$ cat src/rtl/pipe_ctrl_unit.sv
// RV32I ID-stage control: decode, load-use stall, EX flush, HALT FSM, stall/flush counters.
// Hazard outputs are combinational; the ID/EX bundle is registered (1 cycle); stalls hold PC and IF/ID.
module pipe_ctrl_unit #(
  parameter int CNT_W           = 32,
  parameter bit EN_UTYPE        = 1'b1,
  parameter bit HALT_ON_ECALL   = 1'b1,
  parameter bit HALT_ON_ILLEGAL = 1'b1
) (
  input  logic             clk,
  input  logic             reset,
  input  logic [31:0]      id_instr,
  input  logic             id_valid,
  input  logic [4:0]       ex_rd,
  input  logic             ex_flush,
  output logic             pc_write,
  output logic             if_id_write,
  output logic             if_id_flush,
  output logic             ex_valid,
  output logic             ex_ALUSrc,
  output logic             ex_MemRead,
  output logic             ex_MemWrite,
  output logic             ex_RegWrite,
  output logic             ex_Branch,
  output logic [1:0]       ex_ALUOp,
  output logic [1:0]       ex_JalType,
  output logic [1:0]       ex_WBSel,
  output logic             ex_ASel,
  output logic             halted,
  output logic             illegal_seen,
  output logic [CNT_W-1:0] stall_cnt,
  output logic [CNT_W-1:0] flush_cnt
);

  localparam logic [6:0] OP_R     = 7'b0110011;
  localparam logic [6:0] OP_I     = 7'b0010011;
  localparam logic [6:0] OP_LW    = 7'b0000011;
  localparam logic [6:0] OP_SW    = 7'b0100011;
  localparam logic [6:0] OP_BR    = 7'b1100011;
  localparam logic [6:0] OP_JAL   = 7'b1101111;
  localparam logic [6:0] OP_JALR  = 7'b1100111;
  localparam logic [6:0] OP_LUI   = 7'b0110111;
  localparam logic [6:0] OP_AUIPC = 7'b0010111;
  localparam logic [6:0] OP_SYS   = 7'b1110011;

  typedef struct packed {
    logic       valid;
    logic       alu_src;
    logic       mem_read;
    logic       mem_write;
    logic       reg_write;
    logic       branch;
    logic [1:0] alu_op;
    logic [1:0] jal_type;
    logic [1:0] wb_sel;
    logic       a_sel;
  } ctrl_t;

  typedef enum logic {ST_RUN, ST_HALT} state_t;

  state_t state_q, state_nxt;
  ctrl_t  ex_q, ex_nxt, dec;

  logic [6:0] opcode;
  logic [4:0] rs1, rs2;
  logic is_r, is_i, is_lw, is_sw, is_br, is_jal, is_jalr, is_lui, is_auipc, is_sys;
  logic illegal, uses_rs1, uses_rs2, load_use, id_ecall, id_illegal;
  logic stall_inc, flush_inc, set_illegal;
  logic unused_instr_bits;

  assign opcode = id_instr[6:0];
  assign rs1    = id_instr[19:15];
  assign rs2    = id_instr[24:20];
  assign unused_instr_bits = ^{id_instr[31:25], id_instr[14:7]};

  always_comb begin
    is_r     = (opcode == OP_R);
    is_i     = (opcode == OP_I);
    is_lw    = (opcode == OP_LW);
    is_sw    = (opcode == OP_SW);
    is_br    = (opcode == OP_BR);
    is_jal   = (opcode == OP_JAL);
    is_jalr  = (opcode == OP_JALR);
    is_lui   = (opcode == OP_LUI) && EN_UTYPE;
    is_auipc = (opcode == OP_AUIPC) && EN_UTYPE;
    is_sys   = (opcode == OP_SYS);
    illegal  = !(is_r | is_i | is_lw | is_sw | is_br | is_jal | is_jalr |
                 is_lui | is_auipc | is_sys);
  end

  // A non-halting ECALL falls through this decode as a valid no-op bundle.
  always_comb begin
    dec           = '0;
    dec.valid     = 1'b1;
    dec.alu_src   = is_lw | is_sw | is_jalr | is_i | is_lui | is_auipc;
    dec.mem_read  = is_lw;
    dec.mem_write = is_sw;
    dec.reg_write = is_r | is_i | is_lw | is_jal | is_jalr | is_lui | is_auipc;
    dec.branch    = is_br;
    dec.alu_op    = is_br ? 2'b01 : is_r ? 2'b10 : is_i ? 2'b11 : 2'b00;
    dec.jal_type  = {is_jal, is_jalr};
    dec.wb_sel    = is_lw ? 2'b01 : (is_jal | is_jalr) ? 2'b10 : is_lui ? 2'b11 : 2'b00;
    dec.a_sel     = is_auipc;
  end

  assign uses_rs1   = is_r | is_sw | is_br | is_i | is_lw | is_jalr;
  assign uses_rs2   = is_r | is_sw | is_br;
  assign load_use   = id_valid & ex_q.valid & ex_q.mem_read & (ex_rd != 5'd0) &
                      ((uses_rs1 & (rs1 == ex_rd)) | (uses_rs2 & (rs2 == ex_rd)));
  assign id_ecall   = id_valid & is_sys & HALT_ON_ECALL;
  assign id_illegal = id_valid & illegal;

  always_comb begin
    state_nxt   = state_q;
    pc_write    = 1'b0;
    if_id_write = 1'b0;
    if_id_flush = 1'b0;
    ex_nxt      = '0;
    stall_inc   = 1'b0;
    flush_inc   = 1'b0;
    set_illegal = 1'b0;
    if (state_q == ST_RUN) begin
      if (ex_flush) begin
        if_id_flush = 1'b1;
        pc_write    = 1'b1;
        if_id_write = 1'b1;
        flush_inc   = 1'b1;
      end else if (load_use) begin
        stall_inc = 1'b1;
      end else if (id_ecall | (id_illegal & HALT_ON_ILLEGAL)) begin
        state_nxt   = ST_HALT;
        set_illegal = id_illegal;
      end else begin
        pc_write    = 1'b1;
        if_id_write = 1'b1;
        set_illegal = id_illegal;
        if (id_valid && !id_illegal) ex_nxt = dec;
      end
    end
  end

  always_ff @(posedge clk) begin
    if (reset) begin
      state_q      <= ST_RUN;
      ex_q         <= '0;
      illegal_seen <= 1'b0;
      stall_cnt    <= '0;
      flush_cnt    <= '0;
    end else begin
      state_q <= state_nxt;
      ex_q    <= ex_nxt;
      if (set_illegal) illegal_seen <= 1'b1;
      if (stall_inc && stall_cnt != {CNT_W{1'b1}}) stall_cnt <= stall_cnt + 1'b1;
      if (flush_inc && flush_cnt != {CNT_W{1'b1}}) flush_cnt <= flush_cnt + 1'b1;
    end
  end

  assign halted      = (state_q == ST_HALT);
  assign ex_valid    = ex_q.valid;
  assign ex_ALUSrc   = ex_q.alu_src;
  assign ex_MemRead  = ex_q.mem_read;
  assign ex_MemWrite = ex_q.mem_write;
  assign ex_RegWrite = ex_q.reg_write;
  assign ex_Branch   = ex_q.branch;
  assign ex_ALUOp    = ex_q.alu_op;
  assign ex_JalType  = ex_q.jal_type;
  assign ex_WBSel    = ex_q.wb_sel;
  assign ex_ASel     = ex_q.a_sel;

endmodule

$ cat config.mk
export PLATFORM = sky130hd
export DESIGN_NAME = pipe_ctrl_unit
export DESIGN_NICKNAME = d
export VERILOG_FILES = /design/src/rtl/pipe_ctrl_unit.sv
export SDC_FILE = /design/constraint.sdc
export NUM_CORES = 1
export LEC_CHECK = 0
export ABC_AREA = 1
export BUFFER_PORTS_ARGS = -buffer_cell sky130_fd_sc_hd__buf_2
export CORE_UTILIZATION = 40
export DETAILED_ROUTE_END_ITERATION = 16
export PLACE_DENSITY = 0.66
export RECOVER_POWER = 50
export SETUP_SLACK_MARGIN = 0.05
export SLEW_MARGIN = 20
export SYNTH_ARGS = -nofsm -noshare
export SYNTH_HDL_FRONTEND = slang
export SYNTH_SLANG_ARGS = --single-unit
$ cat constraint.sdc
create_clock -name clk -period 1.6 [get_ports clk]
set_input_delay 0.32 -clock clk [delete_from_list [all_inputs] [get_ports clk]]
set_output_delay 0.32 -clock clk [all_outputs]
set_load 0.01 [all_outputs]
==> results of run 1 <==
## what timing repair did
item	4_1_cts	5_1_grt
gates cloned	4	0
buffers inserted	16	16
pin swaps	41	47
hold endpoints to repair	0	0
resized for setup	111	104
setup endpoints to repair	65	67
## flip-flops by register name (all words and copies together), names as in the netlist
name and count:
flush_cnt 32, ex_ASel 1, stall_cnt 32, ex_WBSel 2
illegal_seen 1, ex_ALUSrc 1, ex_ALUOp 2, ex_valid 1
ex_JalType 2, ex_MemWrite 1, ex_RegWrite 1, ex_Branch 1
ex_MemRead 1, halted 1
## power by group through the flow
stage	Clock, uW	Sequential, uW	Combinational (uW)
CTS	2240	1980	403
floorplan	0	2030	183
global route	2310	1980	485
finish	2200	1980	447
global placement	0	2030	334
detailed placement	0	2030	337
## worst min-delay path: cells and delay by family
| kind | cells | cell delay (ns) |
|---|---|---|
| AOI/OAI and AO/OA | 1 | 0.05 |
| and+or+nand+nor | 1 | 0.09 |
| buffers and inverters | 1 | 0.13 |
## worst min-delay path by stage
stage	from	cells after the start	end	slack, ns
floorplan	id_instr[3]	2	ex_JalType[1]$_SDFF_PP0_	0.44
global placement	illegal_seen$_SDFFE_PP0P_	2	illegal_seen$_SDFFE_PP0P_	0.44
detailed placement	illegal_seen$_SDFFE_PP0P_	2	illegal_seen$_SDFFE_PP0P_	0.44
CTS	id_valid	3	illegal_seen$_SDFFE_PP0P_	0.30
global route	id_instr[3]	4	ex_JalType[1]$_SDFF_PP0_	0.32
finish	id_valid	3	illegal_seen$_SDFFE_PP0P_	0.31
## through the flow
stage	std cells	utilization	hold WS (ns)
after floorplan	717	-	0.444
after global placement	1101	0.581	0.437
after detailed placement	1101	0.581	0.440
after CTS	1135	0.659	0.297
after global routing	1150	0.701	0.323
final	1150	0.701	0.309
## kinds of logic after synthesis
logic type | count (synthesis) | share of synthesized area
AOI/OAI and AO/OA | 80 | 0.0887
xor gates and xnor gates | 33 | 0.0621
adders and majority gates | 2 | 0.00537
buffers and inverters | 97 | 0.0871
DFF | 79 | 0.340
and+or+nand+nor | 426 | 0.417
## cell type report
cell class                 count  area, um^2  share of cell area
multi-input combinational    541        3410               0.428
timing repair inverter         1        11.3             0.00141
timing repair buffer         292        2100               0.264
clock inverter                 7        87.6              0.0110
clock buffer                   9         225              0.0283
tap                          143         179              0.0225
inverter                      78         328              0.0411
sequential                    79        1620               0.204
## synth_stat cells (all sizes together) (3+ instances only)
master,number
a21oi,51
buf,12
clkbuf,7
dfxtp,79
inv,78
nand2,172
nand3,54
nand3b,3
nand4,25
nor2,124
nor3,38
nor3b,3
nor4,5
o21ai,24
xnor2,12
xor2,21
## per-layer routing
| metal | GRT usage | up-vias |
|---|---|---|
| li1 | - | 2905 |
| met5 | 0 | - |
| met4 | 0.0838 | 0 |
| met1 | 0.323 | 2731 |
| met3 | 0.0379 | 26 |
| met2 | 0.449 | 138 |
==> metrics.txt, run 1 <==
# TYPE chip_impl_metric gauge
chip_impl_metric{name="met2WireLength",unit="mm"} 7.88
chip_impl_metric{name="globalplace.congestion",unit=""} 0.902
chip_impl_info{name="clock_tree.root_cell",value="clkbuf_16"} 1
chip_impl_info{name="worstSetupStartpoint",value="stall_cnt[1]$_SDFFE_PP0P_"} 1
chip_impl_metric{name="power.net_switching",unit="uW"} 1100
chip_impl_metric{name="yosysUniqueCellTypes",unit=""} 35
chip_impl_metric{name="critPathMaxStageDelay",unit="ns"} 0.36
chip_impl_metric{name="static-leakage-power",unit="uW"} 0.00341
chip_impl_metric{name="remaining_max_slew_budget_at_the_tightest_pin",unit=""} 0.703
chip_impl_metric{name="dp_worst_setup_slack",unit="ns"} -0.272
chip_impl_metric{name="path_depth",unit=""} 11
chip_impl_info{name="violated_checks",value="negative setup slack"} 1
chip_impl_info{name="top_metal_used",value="met4"} 1
chip_impl_metric{name="pwr-share-seq",unit=""} 0.428
chip_impl_metric{name="drt.antenna.violating_nets",unit=""} 0
chip_impl_metric{name="numCtsBuffers",unit=""} 9
chip_impl_metric{name="post-route-cell-area",unit="um^2"} 7970
chip_impl_metric{name="max_freq",unit="MHz"} 577
chip_impl_info{name="slowest_cell_on_the_critical_path",value="dfxtp_4"} 1
chip_impl_metric{name="synthesis.area_per_instance",unit="um^2"} 6.49
chip_impl_metric{name="place_area",unit="um^2"} 6610
chip_impl_info{name="setup_crit_path_kind",value="reg -> reg"} 1
chip_impl_info{name="cpMostUsedCell",value="buf_6"} 1
chip_impl_metric{name="grt_pass1_wl",unit="mm"} 24.3
chip_impl_metric{name="drv.max_cap_violation_count",unit=""} 0
chip_impl_metric{name="fraction_of_the_yosys_area_taken_by_sequential_cells",unit=""} 0.340
chip_impl_metric{name="detail_route.vias_per_cell",unit=""} 5.04
chip_impl_metric{name="place.detailed.hpwl",unit="mm"} 10.5
chip_impl_metric{name="aggregate_global_route_resource_usage",unit=""} 0.257
chip_impl_metric{name="ys.warnings.count",unit=""} 0
chip_impl_metric{name="hold_buffers",unit=""} 0
chip_impl_info{name="r2r-end",value="stall_cnt[21]$_SDFFE_PP0P_"} 1
chip_impl_info{name="synth.largest_area_cell",value="dfxtp_1"} 1
chip_impl_metric{name="pnr_total_power",unit="uW"} 4630
chip_impl_metric{name="m1WireLength",unit="mm"} 6.81
chip_impl_metric{name="comb_power_share",unit=""} 0.096
chip_impl_metric{name="fp-row-count",unit=""} 39
chip_impl_metric{name="layout-area-overhead-vs-synth",unit="%"} 71.1
chip_impl_info{name="min_path_type",value="in -> reg"} 1
chip_impl_metric{name="grt_antenna_before_repair",unit=""} 0
chip_impl_metric{name="setup_tns",unit="ns"} -3.85
chip_impl_metric{name="drt_first_iter_violations",unit=""} 321
chip_impl_metric{name="drc",unit=""} 0
chip_impl_metric{name="synth_area",unit="um^2"} 4660
chip_impl_metric{name="finalCritPeriodShare",unit=""} 1.08
chip_impl_metric{name="design.final.nets",unit=""} 1045
chip_impl_metric{name="n_antenna_cell",unit=""} 0
chip_impl_metric{name="post_synth_arst_share",unit=""} 0
chip_impl_info{name="critPathLaunchType",value="register"} 1
chip_impl_info{name="critical_path.top_delay_family",value="simple AND/OR/NAND/NOR gates"} 1
chip_impl_metric{name="worst-endpoint-required",unit="ns"} 1.87
chip_impl_info{name="critical_path.cell_chain",value="ha_4 > nand2_4 > inv_4 > nand3_4 > nor2_4 > nand2_2 > nor3_4 > buf_6 > buf_6 > o21ai_1 > a21oi_1"} 1
chip_impl_metric{name="htree_num_levels",unit=""} 3
chip_impl_metric{name="num-fill-cells",unit=""} 910
chip_impl_metric{name="reg2regPathDepth",unit=""} 11
chip_impl_metric{name="critPathMaxFanout",unit=""} 5
chip_impl_metric{name="r2r_slack",unit="ns"} -0.13
chip_impl_metric{name="synth_nets",unit=""} 760
chip_impl_metric{name="die_h",unit="um"} 110
chip_impl_metric{name="slew_viols_final",unit=""} 0
chip_impl_info{name="mostFrequentLayoutCells",value="buf_4, nand2_1, nor2_1"} 1
chip_impl_metric{name="worstPathArrival",unit="ns"} 2.00
chip_impl_metric{name="cts-root-to-sink-buffers",unit=""} 2
chip_impl_info{name="cp-end-kind",value="register"} 1
chip_impl_metric{name="share_clk_of_total_power",unit=""} 0.476
chip_impl_metric{name="die_width",unit="um"} 110
chip_impl_metric{name="global_route.overflow_total",unit=""} 0
chip_impl_metric{name="initial_utilization",unit=""} 0.409
chip_impl_metric{name="post_synth_inst_count",unit=""} 717
chip_impl_metric{name="synth.top_cell.area_share",unit=""} 0.340
chip_impl_metric{name="worstPathBufferInverterCount",unit=""} 3
chip_impl_metric{name="route.final.wire_length",unit="mm"} 15.7
chip_impl_metric{name="grt_max_degree",unit=""} 36
chip_impl_metric{name="routed_wire_length_per_instance",unit="um"} 13.7
chip_impl_metric{name="floorplan.core_area",unit="um^2"} 11400
chip_impl_info{name="synth_top_cells_by_area",value="dfxtp_1, nand2_1, nor2_1"} 1
chip_impl_metric{name="number_of_vias_after_detailed_routing",unit=""} 5800
chip_impl_info{name="synth_ff_type",value="dfxtp_1"} 1
chip_impl_metric{name="power.ir.vdd_worst",unit="mV"} 0.624
chip_impl_info{name="reg2reg_from",value="stall_cnt[1]$_SDFFE_PP0P_"} 1
chip_impl_metric{name="route.met3.wl",unit="um"} 694
chip_impl_metric{name="synth_enable_flop_cells",unit=""} 0
chip_impl_metric{name="die_area",unit="um^2"} 12100
chip_impl_metric{name="worst_slack",unit="ns"} -0.133
chip_impl_metric{name="tritoncts_num_sinks",unit=""} 79
chip_impl_info{name="outcome",value="finished, violations left"} 1
chip_impl_metric{name="finalSetupViolations",unit=""} 65
chip_impl_metric{name="hold_violations",unit=""} 0
chip_impl_metric{name="drive_above_1_share",unit=""} 0.481
chip_impl_metric{name="internal_dissipation",unit="uW"} 3530
chip_impl_metric{name="port_buffers",unit=""} 107
chip_impl_metric{name="worst_pin_slew",unit="ns"} 0.446
chip_impl_info{name="mostFrequentLayoutCell",value="buf_4"} 1
chip_impl_info{name="grt_setup_unrepaired",value="yes"} 1
chip_impl_metric{name="clkLatencyLatePin",unit="ns"} 0.34
chip_impl_info{name="tritoncts",value="built"} 1
chip_impl_metric{name="power_per_cell_area",unit="nW/um^2"} 581
chip_impl_metric{name="drt-pass1-iter-count",unit=""} 5
chip_impl_metric{name="grt_pass1_vias",unit=""} 5345
chip_impl_metric{name="fin_worst_skew",unit="ns"} 0.0109
chip_impl_metric{name="finalWorstPathRequiredPeriod",unit="ns"} 1.73
chip_impl_metric{name="clkSlewWorstSetupHoldPaths",unit="ns"} 0.07
chip_impl_metric{name="ys_ff_latch",unit=""} 79
chip_impl_info{name="critPathCapture",value="stall_cnt[21]$_SDFFE_PP0P_"} 1
chip_impl_metric{name="netSwitchingFraction",unit=""} 0.237
chip_impl_metric{name="pin_count",unit=""} 123
(Power assumes the default switching activity.)
==> run 2, diff against run 1 <==
--- a/config.mk
+++ b/config.mk
@@ -10,7 +10,6 @@
 export CORE_UTILIZATION = 40
 export DETAILED_ROUTE_END_ITERATION = 16
 export PLACE_DENSITY = 0.66
-export RECOVER_POWER = 50
 export SETUP_SLACK_MARGIN = 0.05
 export SLEW_MARGIN = 20
 export SYNTH_ARGS = -nofsm -noshare
==> metrics.txt, run 2 (synthesis gave the netlist of run 1 again) <==
# TYPE chip_impl_metric gauge
chip_impl_metric{name="globalplace.congestion",unit=""} 0.902
chip_impl_info{name="setup_crit_path_kind",value="reg -> reg"} 1
chip_impl_metric{name="share_clk_of_total_power",unit=""} 0.476
chip_impl_metric{name="route.final.wire_length",unit="mm"} 15.7
chip_impl_info{name="clock_tree.root_cell",value="clkbuf_16"} 1
chip_impl_metric{name="drive_above_1_share",unit=""} 0.501
chip_impl_metric{name="drv.max_cap_violation_count",unit=""} 0
chip_impl_metric{name="n_antenna_cell",unit=""} 0
chip_impl_metric{name="power.ir.vdd_worst",unit="mV"} 0.625
chip_impl_metric{name="internal_dissipation",unit="uW"} 3530
chip_impl_metric{name="htree_num_levels",unit=""} 3
chip_impl_metric{name="detail_route.vias_per_cell",unit=""} 5.05
chip_impl_metric{name="worst_slack",unit="ns"} -0.133
chip_impl_metric{name="pnr_total_power",unit="uW"} 4630
chip_impl_metric{name="netSwitchingFraction",unit=""} 0.238
chip_impl_metric{name="slew_viols_final",unit=""} 0
chip_impl_metric{name="finalWorstPathRequiredPeriod",unit="ns"} 1.73
chip_impl_info{name="tritoncts",value="built"} 1
chip_impl_metric{name="static-leakage-power",unit="uW"} 0.00348
chip_impl_info{name="min_path_type",value="in -> reg"} 1
chip_impl_metric{name="grt_pass1_wl",unit="mm"} 24.3
chip_impl_metric{name="critPathMaxFanout",unit=""} 5
chip_impl_info{name="outcome",value="finished, violations left"} 1
chip_impl_metric{name="floorplan.core_area",unit="um^2"} 11400
chip_impl_metric{name="worstPathArrival",unit="ns"} 2.00
chip_impl_info{name="mostFrequentLayoutCells",value="buf_4, nand2_1, buf_2"} 1
chip_impl_metric{name="place.detailed.hpwl",unit="mm"} 10.5
chip_impl_metric{name="pin_count",unit=""} 123
chip_impl_info{name="critPathLaunchType",value="register"} 1
chip_impl_metric{name="power_per_cell_area",unit="nW/um^2"} 580
chip_impl_metric{name="design.final.nets",unit=""} 1045
chip_impl_metric{name="finalCritPeriodShare",unit=""} 1.08
chip_impl_metric{name="number_of_vias_after_detailed_routing",unit=""} 5802
chip_impl_metric{name="die_h",unit="um"} 110
chip_impl_metric{name="drt.antenna.violating_nets",unit=""} 0
chip_impl_metric{name="fin_worst_skew",unit="ns"} 0.0103
chip_impl_metric{name="die_area",unit="um^2"} 12100
chip_impl_metric{name="global_route.overflow_total",unit=""} 0
chip_impl_metric{name="pwr-share-seq",unit=""} 0.427
chip_impl_metric{name="remaining_max_slew_budget_at_the_tightest_pin",unit=""} 0.703
chip_impl_metric{name="max_freq",unit="MHz"} 577
chip_impl_info{name="grt_setup_unrepaired",value="yes"} 1
chip_impl_metric{name="hold_ws",unit="ns"} 0.308
chip_impl_metric{name="fp-row-count",unit=""} 39
chip_impl_metric{name="aggregate_global_route_resource_usage",unit=""} 0.257
chip_impl_metric{name="tritoncts_num_sinks",unit=""} 79
chip_impl_metric{name="comb_power_share",unit=""} 0.097
chip_impl_metric{name="layout-area-overhead-vs-synth",unit="%"} 71.7
chip_impl_metric{name="cts-root-to-sink-buffers",unit=""} 2
chip_impl_metric{name="clkLatencyLatePin",unit="ns"} 0.34
chip_impl_metric{name="numCtsBuffers",unit=""} 9
chip_impl_metric{name="hold_violations",unit=""} 0
chip_impl_metric{name="grt_max_degree",unit=""} 36
chip_impl_metric{name="power.net_switching",unit="uW"} 1100
chip_impl_metric{name="drt_first_iter_violations",unit=""} 326
chip_impl_metric{name="num-fill-cells",unit=""} 905
chip_impl_metric{name="initial_utilization",unit=""} 0.409
chip_impl_metric{name="worst-endpoint-required",unit="ns"} 1.87
chip_impl_metric{name="utilization",unit=""} 0.703
chip_impl_info{name="top_regs",value="flush_cnt x32, stall_cnt x32"} 1
chip_impl_metric{name="hold_buffers",unit=""} 0
chip_impl_metric{name="drt-pass1-iter-count",unit=""} 4
chip_impl_metric{name="finalSetupViolations",unit=""} 65
chip_impl_metric{name="drc",unit=""} 0
chip_impl_metric{name="worst_pin_slew",unit="ns"} 0.446
chip_impl_metric{name="die_width",unit="um"} 110
chip_impl_metric{name="grt_pass1_vias",unit=""} 5345
chip_impl_info{name="mostFrequentLayoutCell",value="buf_4"} 1
chip_impl_metric{name="clkSlewWorstSetupHoldPaths",unit="ns"} 0.07
chip_impl_metric{name="grt_antenna_before_repair",unit=""} 0
chip_impl_info{name="cp-end-kind",value="register"} 1
chip_impl_metric{name="port_buffers",unit=""} 107
chip_impl_metric{name="routed_wire_length_per_instance",unit="um"} 13.7
chip_impl_info{name="violated_checks",value="negative setup slack"} 1
-- run 2: cell types whose count changed in the layout (fill, tap and decap cells not counted) --
cell      delta
clkbuf_1    -16
buf_4        +1
dfxtp_2      +5
clkbuf_4     -1
dfxtp_1      -5
buf_2       +16
-- run 2: path summary, 6_finish.rpt --
kind,start,slack [ns],depth (start not counted),end
hold / removal,id_valid,0.31,3,illegal_seen$_SDFFE_PP0P_
setup reg to reg,stall_cnt[1]$_SDFFE_PP0P_,-0.13,11,stall_cnt[21]$_SDFFE_PP0P_
setup / recovery,stall_cnt[1]$_SDFFE_PP0P_,-0.13,11,stall_cnt[21]$_SDFFE_PP0P_
hold reg to reg,illegal_seen$_SDFFE_PP0P_,0.45,2,illegal_seen$_SDFFE_PP0P_
-- run 2: timing repair --
| action | 4_1_cts | 5_1_grt |
|---|---|---|
| gates resized for setup | 111 | 104 |
| cloned | 4 | 0 |
| pin swaps | 41 | 47 |
| endpoints found under the setup margin | 65 | 67 |
| setup buffers | 16 | 16 |
-- run 2: through the flow --
| step | instances | setup TNS (ns) | cell area (um^2) | worst slack [ns] |
|---|---|---|---|---|
| global placement | 1101 | -7.93 | 6610 | -0.245 |
| detailed placement | 1101 | -9.53 | 6610 | -0.272 |
| finish | 1150 | -3.66 | 7990 | -0.133 |
| floorplan | 717 | -1.20 | 4850 | -0.0904 |
| CTS | 1135 | -3.43 | 7500 | -0.101 |
| global route | 1150 | -10.19 | 7990 | -0.292 |
-- run 2: cell type report --
class                   instances  area, um^2  area share
clock inverters                 7        87.6      0.0110
repair inverters                1        11.3     0.00141
clock buffers                   9         225      0.0282
multi-input cells             541        3410       0.427
flip-flops and latches         79        1630       0.204
well taps                     143         179      0.0224
inverters                      78         328      0.0410
repair buffers                292        2120       0.265
-- run 2: worst max-delay path, stage by stage, from the launching register on --
cell and delay, ns:
dfxtp_4 0.36, ha_4 0.15, nand2_4 0.05, inv_4 0.07
nand3_4 0.08, nor2_4 0.11, nand2_2 0.09, nor3_4 0.23
buf_6 0.18, buf_6 0.13, o21ai_1 0.08, a21oi_1 0.13
-- run 2: power groups by stage --
stage          logic [uW]  clock network (uW)  registers [uW]
2_1_floorplan         183                   0            2030
3_3_place_gp          334                   0            2030
3_5_place_dp          337                   0            2030
4_1_cts               403                2240            1980
5_1_grt               486                2310            1980
6_report              447                2210            1980
-- run 2: layer usage --
layer  global-route usage  up-vias  share of wire
li1                     -     2906              -
met1                0.323     2732           0.44
met2                0.449      138           0.50
met3               0.0379       26          0.044
met4               0.0838        0          0.020
met5                    0        -              0
